**config.mk**
```make
export PLATFORM = sky130hd
export DESIGN_NAME = snes_mem_arbiter_flat
export DESIGN_NICKNAME = d
export VERILOG_FILES = /design/src/rtl/snes_mem_arbiter_if.sv /design/src/rtl/snes_mem_arbiter.sv /design/src/flat_wrapper.sv
export SDC_FILE = /design/constraint.sdc
export NUM_CORES = 1
export LEC_CHECK = 0
export ABC_AREA = 0
export CAP_MARGIN = 20
export CELL_PAD_IN_SITES_DETAIL_PLACEMENT = 1
export CELL_PAD_IN_SITES_GLOBAL_PLACEMENT = 2
export CORE_MARGIN = 10
export CORE_UTILIZATION = 37
export CTS_BUF_LIST = sky130_fd_sc_hd__clkbuf_4 sky130_fd_sc_hd__clkbuf_8
export DETAILED_ROUTE_END_ITERATION = 7
export MAX_ROUTING_LAYER = met4
export PLACE_DENSITY_LB_ADDON = 0.1
export REMOVE_ABC_BUFFERS = 1
export SYNTH_ARGS = -nofsm -noshare
export SYNTH_HDL_FRONTEND = slang
export SYNTH_SLANG_ARGS = --single-unit
```
**constraint.sdc**
```tcl
create_clock -name WCLK -period 4.3 [get_ports WCLK]
set_input_delay 0.86 -clock WCLK [delete_from_list [all_inputs] [get_ports WCLK]]
set_output_delay 0.86 -clock WCLK [all_outputs]
set_load 0.05 [all_outputs]
```
**src/rtl/snes_mem_arbiter_if.sv**
```systemverilog
// SDRAM controller command port shared by the SNES memory requesters.
// The arbiter drives the command side (master); the SDRAM controller
// answers with read data and a one-cycle acknowledge (slave).
interface snes_mem_arbiter_if;
  logic        mem_req;   // command valid, held until mem_ack
  logic [22:0] mem_addr;  // SDRAM byte address
  logic        mem_we;    // 1 = write
  logic [7:0]  mem_din;   // write data
  logic [7:0]  mem_dout;  // read data, valid with mem_ack
  logic        mem_ack;   // one-cycle completion

  modport master (
    output mem_req, mem_addr, mem_we, mem_din,
    input  mem_dout, mem_ack
  );

  modport slave (
    input  mem_req, mem_addr, mem_we, mem_din,
    output mem_dout, mem_ack
  );
endinterface

```
**src/rtl/snes_mem_arbiter.sv**
```systemverilog
// Three-way SNES memory arbiter in front of a single SDRAM command port.
// Requesters: cartridge ROM/BSRAM (CPU bus), Work RAM and Audio RAM.
// Each requester owns one capture slot. A one-cycle request strobe fills the
// slot; the arbiter grants one slot at a time (ARAM > WRAM > CPU, with the CPU
// promoted after MAX_SKIP lost arbitrations), maps it into its SDRAM region,
// holds the command until mem_ack (or a timeout) and then returns the read
// data with a one-cycle rdy pulse.
module snes_mem_arbiter #(
  parameter logic [22:0] WRAM_BASE = 23'h600000,
  parameter logic [22:0] ARAM_BASE = 23'h620000,
  parameter int unsigned MAX_SKIP  = 4,
  parameter int unsigned TIMEOUT   = 63
) (
  input  logic               WCLK,
  input  logic               RST_N,

  // Cartridge ROM/BSRAM requester (CPU bus)
  input  logic               cpu_req,
  input  logic [21:0]        cpu_addr,
  input  logic               cpu_we,
  input  logic [7:0]         cpu_din,
  output logic [7:0]         cpu_dout,
  output logic               cpu_rdy,

  // Work RAM requester
  input  logic               wram_req,
  input  logic               wram_we,
  input  logic [16:0]        wram_addr,
  input  logic [7:0]         wram_din,
  output logic [7:0]         wram_dout,
  output logic               wram_rdy,

  // Audio RAM requester
  input  logic               aram_req,
  input  logic               aram_we,
  input  logic [15:0]        aram_addr,
  input  logic [7:0]         aram_din,
  output logic [7:0]         aram_dout,
  output logic               aram_rdy,

  // SDRAM controller command port
  snes_mem_arbiter_if.master sdram,

  // Sticky error flags {timeout, overrun_wram_or_aram, overrun_cpu}
  output logic [2:0]         err,
  input  logic               err_clr
);

  // ---------------------------------------------------------------------------
  // Encodings
  // ---------------------------------------------------------------------------
  localparam logic [1:0] S_IDLE = 2'd0;
  localparam logic [1:0] S_WAIT = 2'd1;
  localparam logic [1:0] S_DONE = 2'd2;

  localparam logic [1:0] SLOT_CPU  = 2'd0;
  localparam logic [1:0] SLOT_WRAM = 2'd1;
  localparam logic [1:0] SLOT_ARAM = 2'd2;

  localparam int unsigned   TW       = $clog2(TIMEOUT + 1);
  // The counter starts at 0 on the first WAIT cycle, so the last permitted
  // WAIT cycle is TIMEOUT-1; mem_req is therefore high for TIMEOUT cycles.
  localparam logic [TW-1:0] TMO_LAST = TW'(TIMEOUT - 1);
  localparam logic [2:0]    SKIP_MAX = 3'(MAX_SKIP);

  // ---------------------------------------------------------------------------
  // State
  // ---------------------------------------------------------------------------
  logic [1:0]    state;
  logic [1:0]    gnt;        // slot currently in WAIT/DONE
  logic [2:0]    skip_cnt;   // arbitrations the pending CPU has lost in a row
  logic [TW-1:0] tmo_cnt;

  // Capture slots: pending bit plus the already-mapped command
  logic          cpu_pend,  wram_pend,  aram_pend;
  logic [22:0]   cpu_slot_addr, wram_slot_addr, aram_slot_addr;
  logic          cpu_slot_we,   wram_slot_we,   aram_slot_we;
  logic [7:0]    cpu_slot_din,  wram_slot_din,  aram_slot_din;

  // ---------------------------------------------------------------------------
  // Request capture qualification
  // ---------------------------------------------------------------------------
  logic in_wait;
  logic cpu_busy, wram_busy, aram_busy;
  logic cpu_take, wram_take, aram_take;
  logic cpu_ovr,  wram_ovr,  aram_ovr;

  assign in_wait = (state == S_WAIT);

  // A slot is busy while it waits for a grant or while it is being served.
  // In DONE the pending bit is already clear, so a new strobe is accepted.
  assign cpu_busy  = cpu_pend  | (in_wait & (gnt == SLOT_CPU));
  assign wram_busy = wram_pend | (in_wait & (gnt == SLOT_WRAM));
  assign aram_busy = aram_pend | (in_wait & (gnt == SLOT_ARAM));

  assign cpu_take  = cpu_req  & ~cpu_busy;
  assign wram_take = wram_req & ~wram_busy;
  assign aram_take = aram_req & ~aram_busy;

  assign cpu_ovr   = cpu_req  & cpu_busy;
  assign wram_ovr  = wram_req & wram_busy;
  assign aram_ovr  = aram_req & aram_busy;

  // ---------------------------------------------------------------------------
  // Arbitration
  // ---------------------------------------------------------------------------
  logic        any_pend;
  logic        cpu_starved;
  logic        do_grant;
  logic [1:0]  pick;
  logic [22:0] pick_addr;
  logic        pick_we;
  logic [7:0]  pick_din;

  assign any_pend    = cpu_pend | wram_pend | aram_pend;
  assign cpu_starved = cpu_pend & (skip_cnt == SKIP_MAX);
  assign do_grant    = (state == S_IDLE) & any_pend;

  // Winner selection: promoted CPU first, otherwise ARAM > WRAM > CPU
  always_comb begin
    // NOTE: every combinational output gets a default before any branch so no
    // path leaves it unassigned; that is what keeps a latch from being inferred.
    pick = SLOT_CPU;
    if (cpu_starved)    pick = SLOT_CPU;
    else if (aram_pend) pick = SLOT_ARAM;
    else if (wram_pend) pick = SLOT_WRAM;
  end

  // Command of the winning slot
  always_comb begin
    pick_addr = cpu_slot_addr;
    pick_we   = cpu_slot_we;
    pick_din  = cpu_slot_din;
    case (pick)
      SLOT_WRAM: begin
        pick_addr = wram_slot_addr;
        pick_we   = wram_slot_we;
        pick_din  = wram_slot_din;
      end
      SLOT_ARAM: begin
        pick_addr = aram_slot_addr;
        pick_we   = aram_slot_we;
        pick_din  = aram_slot_din;
      end
      default: ;
    endcase
  end

  // ---------------------------------------------------------------------------
  // Completion
  // ---------------------------------------------------------------------------
  logic tmo_hit;
  logic finish;

  // An ack in the last permitted cycle still counts as a normal completion.
  assign tmo_hit = in_wait & ~sdram.mem_ack & (tmo_cnt == TMO_LAST);
  assign finish  = in_wait & (sdram.mem_ack | (tmo_cnt == TMO_LAST));

  // ---------------------------------------------------------------------------
  // Slot pending bits: set on an accepted strobe, cleared when granted
  // ---------------------------------------------------------------------------
  // Pending bits for all three requesters
  always_ff @(posedge WCLK or negedge RST_N) begin
    // NOTE: sequential state is written with non-blocking assignments so every
    // register samples the pre-edge values, independent of statement order.
    if (!RST_N) begin
      cpu_pend  <= 1'b0;
      wram_pend <= 1'b0;
      aram_pend <= 1'b0;
    end else begin
      if (cpu_take)                           cpu_pend  <= 1'b1;
      else if (do_grant && pick == SLOT_CPU)  cpu_pend  <= 1'b0;

      if (wram_take)                          wram_pend <= 1'b1;
      else if (do_grant && pick == SLOT_WRAM) wram_pend <= 1'b0;

      if (aram_take)                          aram_pend <= 1'b1;
      else if (do_grant && pick == SLOT_ARAM) aram_pend <= 1'b0;
    end
  end

  // Slot payload capture with the region mapping applied up front
  always_ff @(posedge WCLK) begin
    // NOTE: the payload has no reset; it is only read while its pending bit is
    // set, and that bit is only set by the same edge that loads the payload.
    if (cpu_take) begin
      cpu_slot_addr  <= {1'b0, cpu_addr};
      cpu_slot_we    <= cpu_we;
      cpu_slot_din   <= cpu_din;
    end
    if (wram_take) begin
      wram_slot_addr <= WRAM_BASE + {6'd0, wram_addr};
      wram_slot_we   <= wram_we;
      wram_slot_din  <= wram_din;
    end
    if (aram_take) begin
      aram_slot_addr <= ARAM_BASE + {7'd0, aram_addr};
      aram_slot_we   <= aram_we;
      aram_slot_din  <= aram_din;
    end
  end

  // ---------------------------------------------------------------------------
  // Main FSM and SDRAM command registers
  // ---------------------------------------------------------------------------
  // IDLE grants a slot, WAIT holds the command until ack/timeout, DONE pulses rdy
  always_ff @(posedge WCLK or negedge RST_N) begin
    if (!RST_N) begin
      state          <= S_IDLE;
      gnt            <= SLOT_CPU;
      sdram.mem_req  <= 1'b0;
      sdram.mem_addr <= 23'd0;
      sdram.mem_we   <= 1'b0;
      sdram.mem_din  <= 8'd0;
    end else begin
      case (state)
        S_IDLE: begin
          if (do_grant) begin
            gnt            <= pick;
            sdram.mem_req  <= 1'b1;
            sdram.mem_addr <= pick_addr;
            sdram.mem_we   <= pick_we;
            sdram.mem_din  <= pick_din;
            state          <= S_WAIT;
          end
        end
        S_WAIT: begin
          if (finish) begin
            sdram.mem_req <= 1'b0;
            state         <= S_DONE;
          end
        end
        S_DONE:  state <= S_IDLE;
        default: state <= S_IDLE;
      endcase
    end
  end

  // WAIT-cycle counter, restarted on every grant
  always_ff @(posedge WCLK or negedge RST_N) begin
    if (!RST_N)       tmo_cnt <= '0;
    else if (do_grant) tmo_cnt <= '0;
    else if (in_wait && !finish) tmo_cnt <= tmo_cnt + 1'b1;
  end

  // CPU anti-starvation counter: counts grants lost while the CPU waits
  always_ff @(posedge WCLK or negedge RST_N) begin
    if (!RST_N) begin
      skip_cnt <= 3'd0;
    end else if (do_grant) begin
      if (pick == SLOT_CPU || !cpu_pend) skip_cnt <= 3'd0;
      else if (skip_cnt != SKIP_MAX)     skip_cnt <= skip_cnt + 3'd1;
    end else if (!cpu_pend) begin
      skip_cnt <= 3'd0;
    end
  end

  // ---------------------------------------------------------------------------
  // Read data return
  // ---------------------------------------------------------------------------
  logic [7:0] ret_data;
  assign ret_data = sdram.mem_ack ? sdram.mem_dout : 8'hFF;

  // Reads update the granted requester's dout; writes leave it untouched
  always_ff @(posedge WCLK or negedge RST_N) begin
    if (!RST_N) begin
      cpu_dout  <= 8'hFF;
      wram_dout <= 8'hFF;
      aram_dout <= 8'hFF;
    end else if (finish && !sdram.mem_we) begin
      case (gnt)
        SLOT_CPU:  cpu_dout  <= ret_data;
        SLOT_WRAM: wram_dout <= ret_data;
        SLOT_ARAM: aram_dout <= ret_data;
        default: ;
      endcase
    end
  end

  // DONE lasts exactly one cycle, so rdy is a one-cycle pulse to one requester
  assign cpu_rdy  = (state == S_DONE) & (gnt == SLOT_CPU);
  assign wram_rdy = (state == S_DONE) & (gnt == SLOT_WRAM);
  assign aram_rdy = (state == S_DONE) & (gnt == SLOT_ARAM);

  // ---------------------------------------------------------------------------
  // Sticky error flags
  // ---------------------------------------------------------------------------
  // A new error in the same cycle as err_clr survives the clear
  always_ff @(posedge WCLK or negedge RST_N) begin
    if (!RST_N) err <= 3'b000;
    else        err <= (err & ~{3{err_clr}}) | {tmo_hit, wram_ovr | aram_ovr, cpu_ovr};
  end

endmodule

```
**src/flat_wrapper.sv**
```systemverilog
// flat-port wrapper written by rule: the top's interface ports become plain ports
module snes_mem_arbiter_flat 
#(
  parameter logic [22:0] WRAM_BASE = 23'h600000,
  parameter logic [22:0] ARAM_BASE = 23'h620000,
  parameter int unsigned MAX_SKIP  = 4,
  parameter int unsigned TIMEOUT   = 63
)
  (WCLK, RST_N, cpu_req, cpu_addr, cpu_we, cpu_din, cpu_dout, cpu_rdy, wram_req, wram_we, wram_addr, wram_din, wram_dout, wram_rdy, aram_req, aram_we, aram_addr, aram_din, aram_dout, aram_rdy, err, err_clr, sdram_mem_req, sdram_mem_addr, sdram_mem_we, sdram_mem_din, sdram_mem_dout, sdram_mem_ack);
  snes_mem_arbiter_if sdram_i ();
  input  logic WCLK;
  input  logic RST_N;
  input  logic cpu_req;
  input  logic [21:0] cpu_addr;
  input  logic cpu_we;
  input  logic [7:0] cpu_din;
  output logic [7:0] cpu_dout;
  output logic cpu_rdy;
  input  logic wram_req;
  input  logic wram_we;
  input  logic [16:0] wram_addr;
  input  logic [7:0] wram_din;
  output logic [7:0] wram_dout;
  output logic wram_rdy;
  input  logic aram_req;
  input  logic aram_we;
  input  logic [15:0] aram_addr;
  input  logic [7:0] aram_din;
  output logic [7:0] aram_dout;
  output logic aram_rdy;
  output logic [2:0] err;
  input  logic err_clr;
  output wire logic [$bits(sdram_i.mem_req)-1:0] sdram_mem_req;
  output wire logic [$bits(sdram_i.mem_addr)-1:0] sdram_mem_addr;
  output wire logic [$bits(sdram_i.mem_we)-1:0] sdram_mem_we;
  output wire logic [$bits(sdram_i.mem_din)-1:0] sdram_mem_din;
  input wire logic [$bits(sdram_i.mem_dout)-1:0] sdram_mem_dout;
  input wire logic [$bits(sdram_i.mem_ack)-1:0] sdram_mem_ack;
  assign sdram_mem_req = sdram_i.mem_req;
  assign sdram_mem_addr = sdram_i.mem_addr;
  assign sdram_mem_we = sdram_i.mem_we;
  assign sdram_mem_din = sdram_i.mem_din;
  assign sdram_i.mem_dout = sdram_mem_dout;
  assign sdram_i.mem_ack = sdram_mem_ack;
  snes_mem_arbiter #(.WRAM_BASE(WRAM_BASE), .ARAM_BASE(ARAM_BASE), .MAX_SKIP(MAX_SKIP), .TIMEOUT(TIMEOUT)) u_core (.WCLK(WCLK), .RST_N(RST_N), .cpu_req(cpu_req), .cpu_addr(cpu_addr), .cpu_we(cpu_we), .cpu_din(cpu_din), .cpu_dout(cpu_dout), .cpu_rdy(cpu_rdy), .wram_req(wram_req), .wram_we(wram_we), .wram_addr(wram_addr), .wram_din(wram_din), .wram_dout(wram_dout), .wram_rdy(wram_rdy), .aram_req(aram_req), .aram_we(aram_we), .aram_addr(aram_addr), .aram_din(aram_din), .aram_dout(aram_dout), .aram_rdy(aram_rdy), .sdram(sdram_i), .err(err), .err_clr(err_clr));
endmodule
```
==> impl_metrics.py <==
metrics = {
    "status": {
        "status": "finished clean",
    },
    "timing": {
        "relSlewSlack_pct": 32.4,
        "finClkSkew_ns": 0.0108,
        "tightest_slew_ns": 1.01,
        "setup_viol_count_final": 0,
        "post-route-period-util_pct": 78.2,
        "period_needed_ns": 3.36,
        "setup_tns_ns": 0,
        "fin_ws_ns": 0.937,
        "hold_viol_final": 0,
        "timing.fmax_mhz": 297,
        "rsz0062_at_grt": "false",
        "maxSlewViolCount": 0,
    },
    "clock_tree": {
        "ctsHoldBuffers": 0,
        "clk_pin_slew_ns": 0.09,
        "cts_setup_buffers": 0,
        "tritoncts": "done",
        "htree_levels": 4,
        "clock-root-buffer": "clkbuf_8",
        "cts_buffers": 17,
        "clock_path_buffers": 2,
        "clock-sinks": 158,
        "post_cts_resized": 0,
        "clk_latency_ns": 0.46,
    },
    "synthesis": {
        "synth_common_cells": "edfxtp_1, o21ai_0, dfrtp_1",
        "syn_inst": 494,
        "postSynthAreaPerCell_um2": 13.2,
        "synth_top_area_share_pct": 37.7,
        "async_reset_ff_share_pct": 48.1,
        "yosys_register_bits": 158,
        "ys_top_cells_by_area": "edfxtp_1, dfrtp_1, dfstp_2",
        "syn-cell-area_um2": 6540,
        "ys.flop_type": "edfxtp_1",
        "synthDistinctLibCells": 47,
        "post-synth-top-count-cell": "edfxtp_1",
        "seq_area_frac_synth_pct": 67.2,
        "yosysWarnings": 0,
        "synth_edf_count": 82,
        "synth_top_cell_by_area": "edfxtp_1",
    },
    "detailed_routing": {
        "ant_nets": 0,
        "avgRoutedWirePerCell_um": 21.0,
        "vias_per_cell": 5.20,
        "drc": 0,
        "finalWirelength_um": 18600,
        "drt_first_pass_iters": 4,
        "num_vias": 4606,
        "dr.first_iter.drc_count": 200,
    },
    "setup_path": {
        "path_depth": 3,
        "r2r_cells": 8,
        "worst_path_max_delay_cell": "clkdlybuf4s50_1",
        "endpoint_kind": "primary output",
        "crit_type": "flip-flop to primary output",
        "critPathLaunchType": "flip-flop",
        "cp_slowest_stage_delay_ns": 0.82,
        "crit_family": "buffers and inverters",
        "critPathMaxFanout": 15,
        "worstPathRequired_ns": 3.44,
        "crit_chain": "nand2b_1 -> nor2_1 -> clkdlybuf4s50_1",
        "cp_num_buf_inv": 1,
        "arrival_ns": 2.50,
    },
    "cells_and_area": {
        "synthToLayoutAreaGrowth_pct": 34.0,
        "layout-drive-gt1-share_pct": 15.2,
        "fin_nets": 750,
        "final_area_um2": 8760,
        "utilization_pct": 50.6,
    },
    "power": {
        "power.leakage_nw": 3.23,
        "powerDensity_nw_per_um2": 792,
        "irDropWorstVdd_v": 0.000384,
    },
    "floorplanning": {
        "die_w_um": 153,
        "initial_utilization_pct": 37.8,
        "core_um2": 17300,
        "fp-row-count": 48,
        "pin_count": 160,
        "die_y_um": 153,
        "dieArea_um2": 23400,
    },
    "place": {
        "io_buffers": 159,
        "dp_hpwl_um": 12800,
        "dpl_worst_slack_ns": 1.29,
        "routabilityCongestion": 0.764,
        "placed_area_um2": 8290,
    },
    "min_path": {
        "worstHoldPathType": "primary input to asynchronous set/reset pin",
    },
    "global_routing": {
        "groute.usage.overall_pct": 16.3,
        "antenna_found_initial": 2,
        "grt_pass1_wl_um": 29600,
        "grt-ovfl-total": 0,
        "grt_start_max_net_pins": 77,
        "grt_pass1_vias": 5283,
    },
    "flow_run": {
        "drv_cap": 0,
    },
}
## path summary, 6_finish.rpt
kind	end	startpoint	slack, ns
min in group WCLK	u_core.cpu_dout[7]$_DFFE_PN1P_	u_core.cpu_dout[7]$_DFFE_PN1P_	0.47
max in group asynchronous	u_core.cpu_dout[7]$_DFFE_PN1P_	RST_N	3.30
worst min register to register	u_core.cpu_dout[7]$_DFFE_PN1P_	u_core.cpu_dout[7]$_DFFE_PN1P_	0.47
worst min-delay path	u_core.tmo_cnt[4]$_DFFE_PN0P_	RST_N	0.33
worst max-delay path	aram_rdy	u_core.gnt[1]$_DFFE_PN0P_	0.94
worst max register to register	u_core.sdram.mem_addr[14]$_DFFE_PN0P_	u_core.skip_cnt[0]$_DFFE_PN0P_	1.54
## cell families (layout without fill, tap and decap cells)
family | Yosys count | in the layout | share of synthesized area (%)
AO/OA/AOI/OAI | 145 | 145 | 14.5
adder cells (fa/ha/maj) | 7 | 7 | 1.34
buffers and inverters | 45 | 210 | 3.18
flip-flops | 158 | 158 | 67.2
multiplexers | 32 | 32 | 5.40
other | 0 | 2 | 0
AND/OR/NAND/NOR | 107 | 107 | 8.37
## layout make-up
class / count / area, um^2
clock buffer: 20 / 263
timing repair buffer: 166 / 1670
fill: 1785 / 8540
multi-input combinational: 291 / 1940
antenna: 2 / 5.00
clock inverter: 12 / 161
sequential: 158 / 4390
tap: 225 / 282
inverter: 12 / 45.0
## per-layer routing
layer	wire, um	global-route usage, %	vias to the layer above	part of all wire [%]
met5	0	-	-	0
li1	-	-	2149	-
met3	927	4.80	18	5.0
met1	8090	19.2	2311	44
met2	9310	26.5	128	50
met4	240	4.95	0	1.3
## worst register-to-register path, cell delays in order (launching register included)
cell,delay (ns)
dfrtp_1,0.40
inv_1,0.08
ha_1,0.22
nand3_1,0.12
nand3b_1,0.18
inv_1,0.07
ha_2,1.00
o21ai_0,0.26
mux2_2,0.32
## placed cells by master (no fill, tap or decap), types with 3 or more instances in the layout
cell type | Yosys | layout
clkdlybuf4s50_1 | 0 | 158
edfxtp_1 | 82 | 82
o21ai_0 | 68 | 68
dfrtp_1 | 52 | 52
nand2_1 | 40 | 40
nand3_1 | 28 | 28
mux2_2 | 26 | 26
a22oi_1 | 25 | 25
dfstp_2 | 24 | 24
clkbuf_8 | 0 | 18
o31ai_1 | 17 | 17
inv_1 | 12 | 12
nand2b_1 | 11 | 11
mux2i_1 | 6 | 6
ha_1 | 7 | 6
buf_4 | 1 | 6
nor2b_1 | 5 | 5
a21oi_1 | 5 | 5
nor2_1 | 5 | 5
clkinv_4 | 0 | 5
a22o_1 | 4 | 4
o41ai_2 | 4 | 4
o21ai_1 | 4 | 4
o41ai_1 | 4 | 4
and2_1 | 4 | 3
and3_1 | 3 | 3
bufinv_16 | 0 | 3
## per-stage QoR
step | hold WS, ns | power [mW] | cells
final | 0.328 | 6.94 | 886
after global routing | 0.333 | 7.38 | 886
after CTS | 0.471 | 7.05 | 882
after detailed placement | 0.458 | 5.86 | 850
after global placement | 0.457 | 5.75 | 850
after floorplan | 0.472 | 4.60 | 461
## power by group
part / total [mW] / internal [mW] / switching [mW]
registers: 2.47 / 2.17 / 0.300
clock network: 1.17 / 0.608 / 0.564
logic: 3.30 / 1.13 / 2.16
total: 6.94 / 3.91 / 3.03
## flip-flops by register name (all words and copies together), names as in the netlist, 3 cells and up
signal	cells
u_core.skip_cnt	3
u_core.aram_slot_din	8
u_core.aram_slot_addr	16
u_core.tmo_cnt	6
u_core.wram_slot_din	8
u_core.sdram.mem_addr	23
u_core.cpu_dout	8
u_core.cpu_slot_din	8
u_core.cpu_slot_addr	22
u_core.aram_dout	8
u_core.wram_slot_addr	17
u_core.sdram.mem_din	8
u_core.err	3
u_core.wram_dout	8
Power figures use the tool's default switching activity.
